**config.mk**
```make
export PLATFORM = sky130hd
export DESIGN_NAME = approx_add_sched
export DESIGN_NICKNAME = d
export VERILOG_FILES = /design/src/rtl/approx_add_sched.sv
export SDC_FILE = /design/constraint.sdc
export NUM_CORES = 1
export LEC_CHECK = 0
export CORE_ASPECT_RATIO = 0.75
export CORE_MARGIN = 2
export CORE_UTILIZATION = 29
export CTS_BUF_LIST = sky130_fd_sc_hd__clkbuf_16
export DETAILED_ROUTE_END_ITERATION = 10
export PLACE_DENSITY = 0.64
export SYNTH_ARGS = -nofsm -noshare
export SYNTH_HDL_FRONTEND = slang
export SYNTH_SLANG_ARGS = --single-unit
```
**constraint.sdc**
```tcl
create_clock -name clk -period 1.9 [get_ports clk]
set_clock_uncertainty 0.1 [all_clocks]
set_input_delay 0.57 -clock clk [delete_from_list [all_inputs] [get_ports clk]]
set_output_delay 0.57 -clock clk [all_outputs]
set_load 0.1 [all_outputs]
```
**src/rtl/approx_add_sched.sv**
```systemverilog
// approx_add_sched: round-robin sequencer that shares one external
// combinational adder between two requesters. Each accepted operand pair
// goes IDLE -> EXEC -> DONE, and the tagged {carry, sum} result is held
// until the consumer takes it.
module approx_add_sched #(
  parameter int WIDTH = 8,
  parameter int CNT_W = 16
) (
  input  logic             clk,
  input  logic             rst,
  input  logic             req0_valid,
  output logic             req0_ready,
  input  logic [WIDTH-1:0] req0_a,
  input  logic [WIDTH-1:0] req0_b,
  input  logic             req1_valid,
  output logic             req1_ready,
  input  logic [WIDTH-1:0] req1_a,
  input  logic [WIDTH-1:0] req1_b,
  output logic [WIDTH-1:0] add_a,
  output logic [WIDTH-1:0] add_b,
  output logic             add_cin,
  input  logic [WIDTH-1:0] add_sum,
  input  logic             add_cout,
  output logic             res_valid,
  input  logic             res_ready,
  output logic [WIDTH:0]   res_sum,
  output logic             res_src,
  output logic             busy,
  output logic [CNT_W-1:0] op_count
);

  typedef enum logic [1:0] {
    IDLE = 2'd0,
    EXEC = 2'd1,
    DONE = 2'd2
  } state_t;

  state_t           state_q, state_d;
  logic [WIDTH-1:0] a_q, a_d;
  logic [WIDTH-1:0] b_q, b_d;
  logic             src_q, src_d;
  logic             last_grant_q, last_grant_d;
  logic [WIDTH:0]   res_sum_q, res_sum_d;
  logic             res_src_q, res_src_d;
  logic             res_valid_q, res_valid_d;
  logic [CNT_W-1:0] op_count_q, op_count_d;
  logic             grant;

  // Round-robin pick: a tie goes to the requester that did not win last.
  always_comb begin
    grant = 1'b0;
    if (req0_valid && req1_valid) begin
      grant = ~last_grant_q;
    end else if (req1_valid) begin
      grant = 1'b1;
    end
  end

  // Next-state, operand capture, result capture and handshake outputs.
  always_comb begin
    state_d      = state_q;
    a_d          = a_q;
    b_d          = b_q;
    src_d        = src_q;
    last_grant_d = last_grant_q;
    res_sum_d    = res_sum_q;
    res_src_d    = res_src_q;
    res_valid_d  = res_valid_q;
    op_count_d   = op_count_q;
    req0_ready   = 1'b0;
    req1_ready   = 1'b0;
    case (state_q)
      IDLE: begin
        if (req0_valid || req1_valid) begin
          req0_ready   = ~grant;
          req1_ready   = grant;
          a_d          = grant ? req1_a : req0_a;
          b_d          = grant ? req1_b : req0_b;
          src_d        = grant;
          last_grant_d = grant;
          state_d      = EXEC;
        end
      end
      EXEC: begin
        // The external adder sees a_q/b_q for this whole cycle.
        res_sum_d   = {add_cout, add_sum};
        res_src_d   = src_q;
        res_valid_d = 1'b1;
        state_d     = DONE;
      end
      DONE: begin
        if (res_ready) begin
          res_valid_d = 1'b0;
          op_count_d  = op_count_q + 1'b1;
          state_d     = IDLE;
        end
      end
      default: begin
        state_d = IDLE;
      end
    endcase
  end

  // State and datapath registers; reset drops any in-flight operation.
  always_ff @(posedge clk or posedge rst) begin
    if (rst) begin
      state_q      <= IDLE;
      a_q          <= '0;
      b_q          <= '0;
      src_q        <= 1'b0;
      last_grant_q <= 1'b1;
      res_sum_q    <= '0;
      res_src_q    <= 1'b0;
      res_valid_q  <= 1'b0;
      op_count_q   <= '0;
    end else begin
      state_q      <= state_d;
      a_q          <= a_d;
      b_q          <= b_d;
      src_q        <= src_d;
      last_grant_q <= last_grant_d;
      res_sum_q    <= res_sum_d;
      res_src_q    <= res_src_d;
      res_valid_q  <= res_valid_d;
      op_count_q   <= op_count_d;
    end
  end

  assign add_a     = a_q;
  assign add_b     = b_q;
  assign add_cin   = 1'b0;
  assign res_valid = res_valid_q;
  assign res_sum   = res_sum_q;
  assign res_src   = res_src_q;
  assign busy      = (state_q != IDLE);
  assign op_count  = op_count_q;

endmodule

```
==> flow_summary.toml <==
[setup_path]
crit_fanout = 3
critical_path_required_ns = 1.23
crit_arrival_ns = 1.37
crit_buf_inv = 3
startpoint_type = "input port"
worstSetupEndpointType = "primary output"
cp_top_family = "buffers and inverters"
r2r_start = "state_q[0]"
reg2reg_slack_ns = 0.16
cp_slowest_cell = "clkdlybuf4s15_1"
crit_chain = "clkdlybuf4s15_1 > buf_4 > o21ai_4 > nor2_4 > buf_12"
startpoint = "req0_valid"
critPathKind = "input port to primary output"
slowest_delay_ns = 0.24

[min_path]
hold_class = "flop to flop"
min_from = "src_q"

[drt]
wirelength_um = 4780
num_vias = 1624
drt-pass1-iter-count = 4
ant_nets = 0
wl_per_cell_um = 12.5
drcViolationCount = 0
drt_iter0_markers = 18
via_per_inst = 4.25

[grt]
grt_pass1_wl_um = 8190
grt_max_degree = 35
first_global_vias = 1741
antenna_found_initial = 0
track_usage_pct = 13.3
grt.overflow.total = 0

[die]
fp.coreArea_um2 = 6860
row_count = 26
io_pins = 93
die_h_um = 77.1
chipWidth_um = 101
die_area_um2 = 7830
initial_utilization_pct = 30.1

[yosys]
ys_types = 35
syn_area_per_cell_um2 = 11.9
synth_seq_area_share_pct = 57.0
syn_nets = 221
syn-instance-count = 174
synth_area_um2 = 2070
yosysWarnings = 0
ys_ff_latch = 47

[timing]
finalSetupViolations = 2
setup_ws_ns = -0.143
period_share_pct = 108
hold_viol_final = 0
rsz0062_at_grt = "yes"
finalSetupTns_ns = -0.254
slew_viol_final = 0
clock.fmax_ghz = 0.489
finalWorstPathRequiredPeriod_ns = 2.04

[cts]
ctsRootBufferMaster = "clkbuf_16"
cts_max_level = 2
holdBufCountCts = 0
cts.sinks = 47
clk_latency_ns = 0.28
path_clk_slew_ns = 0.06
clockBufferDepth = 2
tritoncts = "built"
cts_made_buffers = 5

[cells_and_area]
design_area_um2 = 3900
mostFrequentLayoutCell = "buf_12"
layout-drive-gt1-share_pct = 37.7
finish.utilization_pct = 56.8
area_growth_pct = 88.5
fill_cells = 561
antenna_cells = 0
final_cell_mix = "buf_12, clkdlybuf4s50_1, dfrtp_1"
fin_nets = 330

[placed_design]
gp_congestion = 0.763
dpl.hpwl_um = 3740
port_buffers = 91
placed_area_um2 = 3670

[job]
cap_violations = 0

[outcome]
violations = "setup timing"
status = "complete, but fails checks"
-- cell usage after synthesis --
cell type | instances | area share (%)
a21boi_0 | 1 | 0.36
buf_4 | 2 | 0.73
dfstp_2 | 1 | 1.3
ha_1 | 1 | 0.61
nor4_2 | 1 | 0.61
nand3_1 | 7 | 1.7
xor2_1 | 4 | 1.7
nand4b_1 | 1 | 0.42
nor4_4 | 1 | 1.0
buf_2 | 1 | 0.24
and4_1 | 1 | 0.42
clkbuf_1 | 3 | 0.54
xnor2_1 | 11 | 4.7
dfrtp_1 | 46 | 56
mux2i_1 | 16 | 7.7
a21o_1 | 1 | 0.36
nor3_1 | 1 | 0.24
nand4b_4 | 1 | 1.1
conb_1 | 1 | 0.18
nand2b_1 | 1 | 0.30
nand2_1 | 23 | 4.2
a31oi_1 | 1 | 0.30
inv_1 | 4 | 0.73
or2_2 | 1 | 0.30
mux2_2 | 11 | 6.0
buf_6 | 1 | 0.54
o21ai_0 | 17 | 4.1
o21ai_2 | 1 | 0.42
o21bai_1 | 1 | 0.36
and2_1 | 1 | 0.30
nor2b_1 | 1 | 0.30
a21oi_1 | 2 | 0.48
and3_1 | 2 | 0.61
and4b_1 | 1 | 0.48
nor2_1 | 5 | 0.91
-- path summary, 6_finish.rpt --
kind / end / cells past startpoint
worst min register to register: src_q / 1
min in group asynchronous: res_sum[8] / 3
worst min-delay path: src_q / 1
worst max-delay path: req0_ready / 5
max in group asynchronous: op_count[4] / 3
worst max register to register: op_count[13] / 5
-- worst register-to-register path: cells and delay by family, from the launching register on --
family	cells	cell delay, ns
simple gates	3	0.79
flops	1	0.41
buf+inv	1	0.17
xor+xnor	1	0.15
-- layer usage --
metal | share of wire [%] | wire length [um] | GRT usage, % | vias up
li1 | - | - | - | 808
met1 | 43 | 2060 | 16.3 | 755
met2 | 47 | 2230 | 21.0 | 53
met3 | 8.6 | 409 | 5.56 | 8
met4 | 1.6 | 77 | 4.86 | 0
met5 | 0 | 0 | 0 | -
-- logic make-up (layout without fill, tap and decap cells) --
kind of cell    count (synthesis)  after routing  synth area share (%)
mux                            27             27                  13.7
flops                          47             47                  57.0
compound gates                 24             24                  6.42
xor+xnor                       15             15                  6.36
simple gates                   48             48                  13.0
fa+ha+maj                       1              1                 0.605
buf+inv                        11            121                  2.78
other cells                     1              1                 0.181
-- final cells by class --
type                            count  area [um2]  share of cell area, %
Clock buffer                        5         125                   3.21
Clock inverter                      3        63.8                   1.64
Inverter                            4        15.0                  0.385
Multi-Input combinational cell    116         865                   22.2
Sequential cell                    47        1190                   30.6
Tap cell                           98         123                   3.15
Timing Repair Buffer              109        1510                   38.8
-- per-stage QoR --
stage	hold slack, ns	cells	setup WS [ns]
2_1_floorplan	0.344	174	-0.236
3_3_place_gp	0.373	371	-0.411
3_5_place_dp	0.366	371	-0.413
4_1_cts	0.389	380	-0.131
5_1_grt	0.403	382	-0.160
6_report	0.387	382	-0.143
-- repair_timing --
item                                    CTS  global route
setup buffers                             1             2
cloned                                    0             0
pin swaps                                 1             2
endpoints found under the setup margin   23             2
endpoints found under the hold margin     0             0
gates resized for setup                  10             0
-- registers in the layout, summed over array words and instances (netlist names) --
name,count
add_a,8
res_src,1
last_grant_q,1
state_q,2
op_count,16
res_valid,1
src_q,1
add_b,8
res_sum,9
Power is left out: the tool's default activity adds up to more than one toggle a clock period on the data nets, which glitch-free logic cannot reach.
==> variant: new RTL, same flow settings <==
Set the parameter `CNT_W` to 20 (it was 16).
--- a/src/rtl/approx_add_sched.sv
+++ b/src/rtl/approx_add_sched.sv
@@ -5,5 +5,5 @@
 module approx_add_sched #(
   parameter int WIDTH = 8,
-  parameter int CNT_W = 16
+  parameter int CNT_W = 20
 ) (
   input  logic             clk,
Ports: changed (resized op_count); port bits go from 93 to 97. No check against the original RTL was run, so the function may have changed too.
==> variant against the unedited design <==
- the flow still finishes with violations (setup timing)
- hold slack better by 23 ps
- area after synthesis up 9.2%
- wire length up 9.1%
- worst setup slack worse by 110 ps
- sequential cell count up 4
- first-iteration DRC count up 120%
- design area up 4.6%
Power is left out: the tool's default activity adds up to more than one toggle a clock period on the data nets, which glitch-free logic cannot reach.
==> variant: results (changes against the unedited design) <==
Run status:
- The flow ran to the end, but the final reports show violations.
- The final reports fail on setup timing.

Synthesis:
- By count the netlist is led by dfrtp_1 (50), nand2_1 (20), mux2i_1 (16), o21ai_1 (12), xnor2_1 (12).
- The proportion of synthesized chip area in sequential cells is 56.6% (-0.36 points).
- The post-synth net total is 236 (+6.8%).
- Yosys attributes the largest share of cell area to dfrtp_1 (55%), mux2i_1 (7.1%), mux2_2 (5.0%), xnor2_1 (4.7%), nand2_1 (3.3%).
- The number of different library cells in the post-synthesis netlist is 34 (-2.9%).

Global routing:
- The wire length of the first global-routing pass was 8.51 mm (+4.0%).
- The overall routing resource usage is 12.5% (-0.79 points).
- The pin count of the biggest net entering global routing came to 52 (+49%).

Critical path:
- The arrival time reported for the critical path endpoint is 1480 ps (+110 ps).
- The worst reg2reg path endpoint is res_sum[1]$_DFFE_PP0P_.
- The worst reg2reg path depth is 4 (-1).
- The peak fanout along the critical path is 2 (-1).
- The largest stage delay on the critical path was 380 ps (+140 ps).
- Tracing the worst setup path back leads to its startpoint at state_q[1]$_DFFE_PP0P_.
- The critical-path cell with the highest stage delay is dfrtp_1.
- The critical path's top delay family is simple AND/OR/NAND/NOR gates.

Placement:
- The routability-driven placement congestion ratio is 0.693 (-9.1%).
- The post-placement setup slack is -482 ps (-68.3 ps).
- The number of I/O port buffers is 95 (+4.4%).
- The HPWL after detailed placement is 4.05 mm (+8.4%).

Hold path:
- The hold-critical path endpoint is src_q$_DFFE_PP0P_.
- In this run the worst hold path is classified as reg -> reg.

Route:
- The met2 wire length came to 2.46 mm (+9.9%).
- The wire length on met1 is 2.35 mm (+14%).
- The met3 routed wirelength is 392 µm (-4.2%).
- The routed length per instance is 13.0 µm (+4.2%).
- The first-iteration detailed-routing DRC count was 39 (+21).
- The number of vias per cell after detailed routing was 4.31 (+1.4%).

Final layout:
- The proportion of layout cells with a drive suffix above 1 was 35.8% (-1.9 points).
- The flip-flop count of the largest register after layout is 20 (+4).
- The number of nets at the end of the flow is 345 (+4.5%).
- The number of filler cells placed in the layout was 660 (+18%).

Timing:
- The total of endpoints with negative setup slack in the final report is 3 (+1).
- The final setup slack of the worst path is -253 ps (-110 ps).
- The summed negative setup slack over all endpoints is -431 ps (-177 ps).
-- variant: cell count changes in the layout (fill, tap and decap cells not counted), sizes merged, moves of 2 or more --
cell    before  now
xor2         4    7
bufinv       2    0
nand4        0    3
or2          1    4
dfrtp       46   50
nand2       23   20
nor4         2    0
nand3        7   10
clkinv       0    3
and3         2    5
-- variant: final cells by class --
cell class / instances / area, µm² / share of cell area [%]
clock buffer: 5 / 125 / 3.07
clock inverter: 3 / 15.0 / 0.368
inverter: 4 / 15.0 / 0.368
multi-input combinational: 126 / 931 / 22.8
sequential: 51 / 1290 / 31.7
tap: 101 / 126 / 3.10
timing repair buffer: 110 / 1570 / 38.6
-- variant: how the worst max path moves through the flow --
stage | end | cells past startpoint
3_5_place_dp | req0_ready | 5
3_3_place_gp | req0_ready | 5
6_report | req0_ready | 4
2_1_floorplan | req0_ready | 5
4_1_cts | req0_ready | 4
5_1_grt | req0_ready | 4
-- variant: cells by family after synthesis --
| logic type | count (synthesis) | share of synthesized area, % |
|---|---|---|
| AOI/OAI and AO/OA | 22 | 5.32 |
| DFF | 51 | 56.6 |
| buffers and inverters | 12 | 3.21 |
| xor gates and xnor gates | 19 | 7.37 |
| and+or+nand+nor | 56 | 14.2 |
| adders and majority gates | 1 | 0.554 |
| muxes | 27 | 12.6 |
| other | 1 | 0.166 |
-- variant: layer usage --
layer	up-vias	track usage (%)
met4	0	1.58
met2	53	19.8
met5	-	0
li1	857	-
met3	3	5.11
met1	811	16.7
-- variant: per-stage QoR --
step	hold WS (ps)	area, µm²	cells
global route	414	4080	400
floorplan	344	2300	189
CTS	397	4060	398
detailed placement	383	3920	390
global placement	363	3920	390
finish	410	4080	400
-- variant: worst register-to-register path: stages (launching register included) --
cell and delay (ps):
dfrtp_1 380, buf_4 130, buf_4 140, and2b_1 460, mux2_2 400
-- variant: repair_timing --
action                                  CTS  global route
resized for setup                         4             3
pin swaps                                 4             8
setup buffers                             0             3
endpoints found under the setup margin   20            14
hold buffers                              0             0
